[config.mk]
export PLATFORM = sky130hd
export DESIGN_NAME = prog_ctr
export DESIGN_NICKNAME = d
export VERILOG_FILES = /design/src/rtl/prog_ctr.sv
export SDC_FILE = /design/constraint.sdc
export NUM_CORES = 1
export LEC_CHECK = 0
export ABC_AREA = 0
export ABC_CLOCK_PERIOD_IN_PS = 2400
export BUFFER_PORTS_ARGS = -buffer_cell sky130_fd_sc_hd__buf_4
export CAP_MARGIN = 20
export CORE_ASPECT_RATIO = 1.4
export CORE_MARGIN = 4
export CORE_UTILIZATION = 51
export CTS_BUF_LIST = sky130_fd_sc_hd__clkbuf_4 sky130_fd_sc_hd__clkbuf_8 sky130_fd_sc_hd__clkbuf_16
export CTS_CLUSTER_DIAMETER = 80
export CTS_CLUSTER_SIZE = 8
export DETAILED_ROUTE_END_ITERATION = 12
export PLACE_DENSITY = 0.86
export SLEW_MARGIN = 15
export SYNTH_ARGS = -nofsm -noshare
export SYNTH_HDL_FRONTEND = slang
export SYNTH_SLANG_ARGS = --single-unit
[constraint.sdc]
create_clock -name CLK -period 2.4 [get_ports CLK]
set_input_delay 0.6 -clock CLK [delete_from_list [all_inputs] [get_ports CLK]]
set_output_delay 0.6 -clock CLK [all_outputs]
set_load 0.01 [all_outputs]
[src/rtl/prog_ctr.sv]
// rtl/prog_ctr.sv - program counter and fetch sequencer (IDLE/RUN/HALTED)
module prog_ctr #(
    parameter int A  = 10,
    parameter int OW = 6,
    parameter int CW = 16
) (
    input  logic          CLK,
    input  logic          Reset,
    input  logic          Start,
    input  logic [A-1:0]  StartAddr,
    input  logic          Halt,
    input  logic          Stall,
    input  logic          Jump,
    input  logic [A-1:0]  JumpTarget,
    input  logic          Branch,
    input  logic          Taken,
    input  logic [OW-1:0] Offset,
    output logic [A-1:0]  PC,
    output logic          Running,
    output logic          Done,
    output logic [CW-1:0] CycleCt
);

    typedef enum logic [1:0] {
        IDLE   = 2'd0,
        RUN    = 2'd1,
        HALTED = 2'd2
    } state_t;

    state_t        state;
    logic [A-1:0]  offset_ext;
    logic [CW-1:0] ct_next;

    // Sign-extend the relative branch offset to the PC width
    always_comb begin
        offset_ext = {{(A-OW){Offset[OW-1]}}, Offset};
    end

    // Saturating increment of the cycle counter
    always_comb begin
        ct_next = (CycleCt == {CW{1'b1}}) ? CycleCt : CycleCt + CW'(1);
    end

    // Status flags decode straight from the state register
    always_comb begin
        Running = (state == RUN);
        Done    = (state == HALTED);
    end

    // Sequencer: state, PC and cycle counter
    always_ff @(posedge CLK or posedge Reset) begin
        if (Reset) begin
            state   <= IDLE;
            PC      <= '0;
            CycleCt <= '0;
        end else begin
            case (state)
                IDLE, HALTED: begin
                    if (Start) begin
                        PC      <= StartAddr;
                        CycleCt <= '0;
                        state   <= RUN;
                    end
                end
                RUN: begin
                    CycleCt <= ct_next;
                    if (Halt) begin
                        state <= HALTED;
                    end else if (Stall) begin
                        PC <= PC;
                    end else if (Jump) begin
                        PC <= JumpTarget;
                    end else if (Branch && Taken) begin
                        PC <= PC + offset_ext;
                    end else begin
                        PC <= PC + A'(1);
                    end
                end
                default: begin
                    state <= IDLE;
                end
            endcase
        end
    end

endmodule

==> key figures <==
Cells and area
  • Final Non-Filler Cells: 326
  • Area of the multi-input gates: 1165 sq um
  • Utilization after layout: 69.02%
  • Area grow syn2layout: 31.37%
  • Leading cell type in the layout, fill and taps excluded: buf_4
  • Fraction of layout cells with a size suffix above 1: 29.93%
  • # fillers: 312
  • Final #Nets: 327
  • Most frequent cells in the layout: buf_4, dfrtp_1, nor2_1
  • N_diodes: 0
  • Register Area: 700.7 sq um

Power and ir drop
  • Lkg Pwr: 0.001239 uW
  • Total Power: 1802 uW
  • PD cells: approximately 700 nW/um^2
  • Max VDD drop: just under 0.0005 V

Worst setup path
  • R2R depth: 8
  • FF-to-FF End: PC[8]
  • CP endpoint: PC[8]
  • CP Launch Point: Offset[0]
  • Reg2reg setup slack: 0.20 ns
  • Crit path launch type: input port
  • Crit Path Max Fanout: 3
  • Nature of the critical path endpoint: flop
  • Critical path type: input port to flop
  • Worst EP arrival: 2.55 ns
  • Worst r2r src: PC[0]
  • Req. time, crit path: 2.60 ns

Place
  • Routability cong.: around 0.81
  • Cell total after placement: 323
  • DP Wirelength: 3.742 mm
  • Port Buffers: 61

GRT
  • Total gr overflow: 0
  • Vias in the first global route: 1772
  • First-pass GRT wire length: 7.893 mm
  • Pin count of the biggest net entering global routing: 29
  • Initial antenna violation count: 0
  • Gr usage total: 21.03%

Outcome
  • Status: finished, final reports clean

Logic synthesis
  • Post-synthesis average cell area: ~8.7 sq um
  • YS warnings: 0
  • Number of enable flip-flop cells after synthesis: 0
  • Post-Synth XOR/XNOR Area: approximately 6.9%
  • Post-synthesis mux area share: 4.183%
  • Synthesized net count: 261
  • Post-Synth Adder-Cell Area: 4.967%
  • Primary FF master, synth: dfrtp_1
  • Ys async rst share: 100.0%
  • Count of different cell masters after synthesis: a little under 50
  • Simple-Gate Fraction of Synth Area: 24.18%
  • Mapped Cells: 220
  • Yosys reg bits: 28
  • Compound-Gate Fraction of Synth Area: 19.80%
  • Largest family of logic cells by synthesized area: simple AND/OR/NAND/NOR gates
  • Sequential cell area fraction in the yosys report: 36.60%
  • Synth Cell Area: 1914 sq um

Clock network
  • Clock transition at path regs: 0.10 ns
  • CTS HTree Levels: 1
  • Clk_lat worst skew: approximately 0.27 ns
  • Sink Count: 28
  • CTS tree: done
  • CTS Buf Count: 3
  • Root Driver: clkbuf_8
  • Clock Path Buffers: 2
  • Number of setup buffers added after CTS: 0

Detailed routing
  • Iter 0 DRT Violations: 149
  • Vias/cell: 5.804
  • WL final: 4.974 mm
  • Post-route ant nets: 0
  • DR WL/cell: approximately 15 um
  • DR vias: 1892
  • Drt pass-1 iters: 5
  • DRC errors left: 0

Die
  • Core area: 3643 sq um
  • DIE WIDTH: 59.78 um
  • Rows: 26
  • Die height: 80.49 um
  • Die area: 4812 sq um
  • Initial Utilization: 52.54%
  • Num ports: 62

STA
  • Final setup skew: 0.008590 ns
  • Worst-margin pin slew: about 0.57 ns
  • Slew margin rel.: between 60% and 70%
  • Setup violators final: 0
  • Fin Hold WS: 0.3822 ns
  • Final hold violations: 0
  • Fin crit period: 2.352 ns
  • Max frequency: roughly 430 MHz
  • Period Utilization, post-route: a little under 100%
  • Final Max Tran Viols: 0
  • Unrepaired setup endpoints after global routing: yes

Hold path
  • Hold Path Class: input port to asynchronous set/reset pin

Job
  • Max Cap Viol: 0
[cells in the mapped netlist (3+ instances only)]
library cell,instances,share of area (%)
mux2i_1,8,4.2
dfrtp_1,28,37
and4_1,3,1.4
o31ai_1,3,1.2
nor2_1,26,5.1
inv_1,4,0.78
nand2_1,21,4.1
xor2_1,11,5.0
nand3_1,6,1.6
ha_1,6,3.9
nor3_1,4,1.0
nand3_2,3,1.6
a21oi_1,18,4.7
and3_1,8,2.6
xnor2_1,4,1.8
a211oi_1,3,1.2
o21ai_0,16,4.2
clkbuf_1,8,1.6
or4_1,3,1.2
[critical path, cell delays in order]
cell and delay (ns):
buf_6 0.09, nand3b_1 0.16, ha_2 0.20, fa_2 0.37
a211o_1 0.34, a21oi_4 0.20, mux2i_1 0.25, xnor2_1 0.13
mux2i_1 0.08, a21oi_1 0.14
[worst min path at each step]
stage / startpoint / end / slack [ns] / cells past startpoint
2_1_floorplan: CycleCt[8] / CycleCt[8] / 0.53 / 1
3_3_place_gp: PC[4] / PC[4] / 0.50 / 2
3_5_place_dp: CycleCt[8] / CycleCt[8] / 0.51 / 1
5_1_grt: Reset / state[1] / 0.42 / 3
6_report: Reset / state[1] / 0.38 / 3
4_1_cts: Reset / state[1] / 0.40 / 3
[area by class of cell]
class	instances	area share (%)
repair buffers	71	21.34
flip-flops and latches	28	27.86
multi-input cells	177	46.32
inverters	5	0.7463
well taps	42	2.090
clock buffers	3	1.642
[power by group]
group | switching [uW] | total, uW | internal (uW)
logic | 424 | 846 | 422
clock network | 142 | 254 | 113
registers | 136 | 702 | 566
total | 702 | 1800 | 1100
[state kept, by name (all words and copies together), names as in the netlist]
| name | count |
|---|---|
| PC | 10 |
| CycleCt | 16 |
| state | 2 |
[kinds of logic (layout without fill, tap and decap cells)]
kind of cell / count (synthesis) / after routing
AND/OR/NAND/NOR: 88 / 88
AO/OA/AOI/OAI: 59 / 59
flip-flops: 28 / 28
XOR/XNOR: 15 / 15
buffers and inverters: 15 / 79
multiplexers: 8 / 8
adder cells (fa/ha/maj): 7 / 7
[timing repair]
item,CTS,global route
hold buffers,0,0
gates resized for setup,0,2
endpoints found under the setup margin,1,2
pin swaps,1,5
[metal layers]
metal	vias to the layer above	GRT usage [%]	wire length [um]	share of wire, %
li1	925	-	-	-
met1	885	25.18	1976	40
met2	74	36.58	2525	51
met3	8	4.019	396	8.0
met4	0	7.095	76	1.5
met5	-	0	0	0
[metrics by stage]
stage          TNS (ns)  instance area (sq um)  setup WS [ns]
4_1_cts               0                   2504       0.008721
2_1_floorplan         0                   1923       0.003778
3_3_place_gp    -0.3457                   2462        -0.1772
6_report              0                   2515        0.04755
5_1_grt        -0.03611                   2515       -0.02345
3_5_place_dp    -0.6599                   2462        -0.2908
No activity file was read; power rests on OpenSTA's default activity.
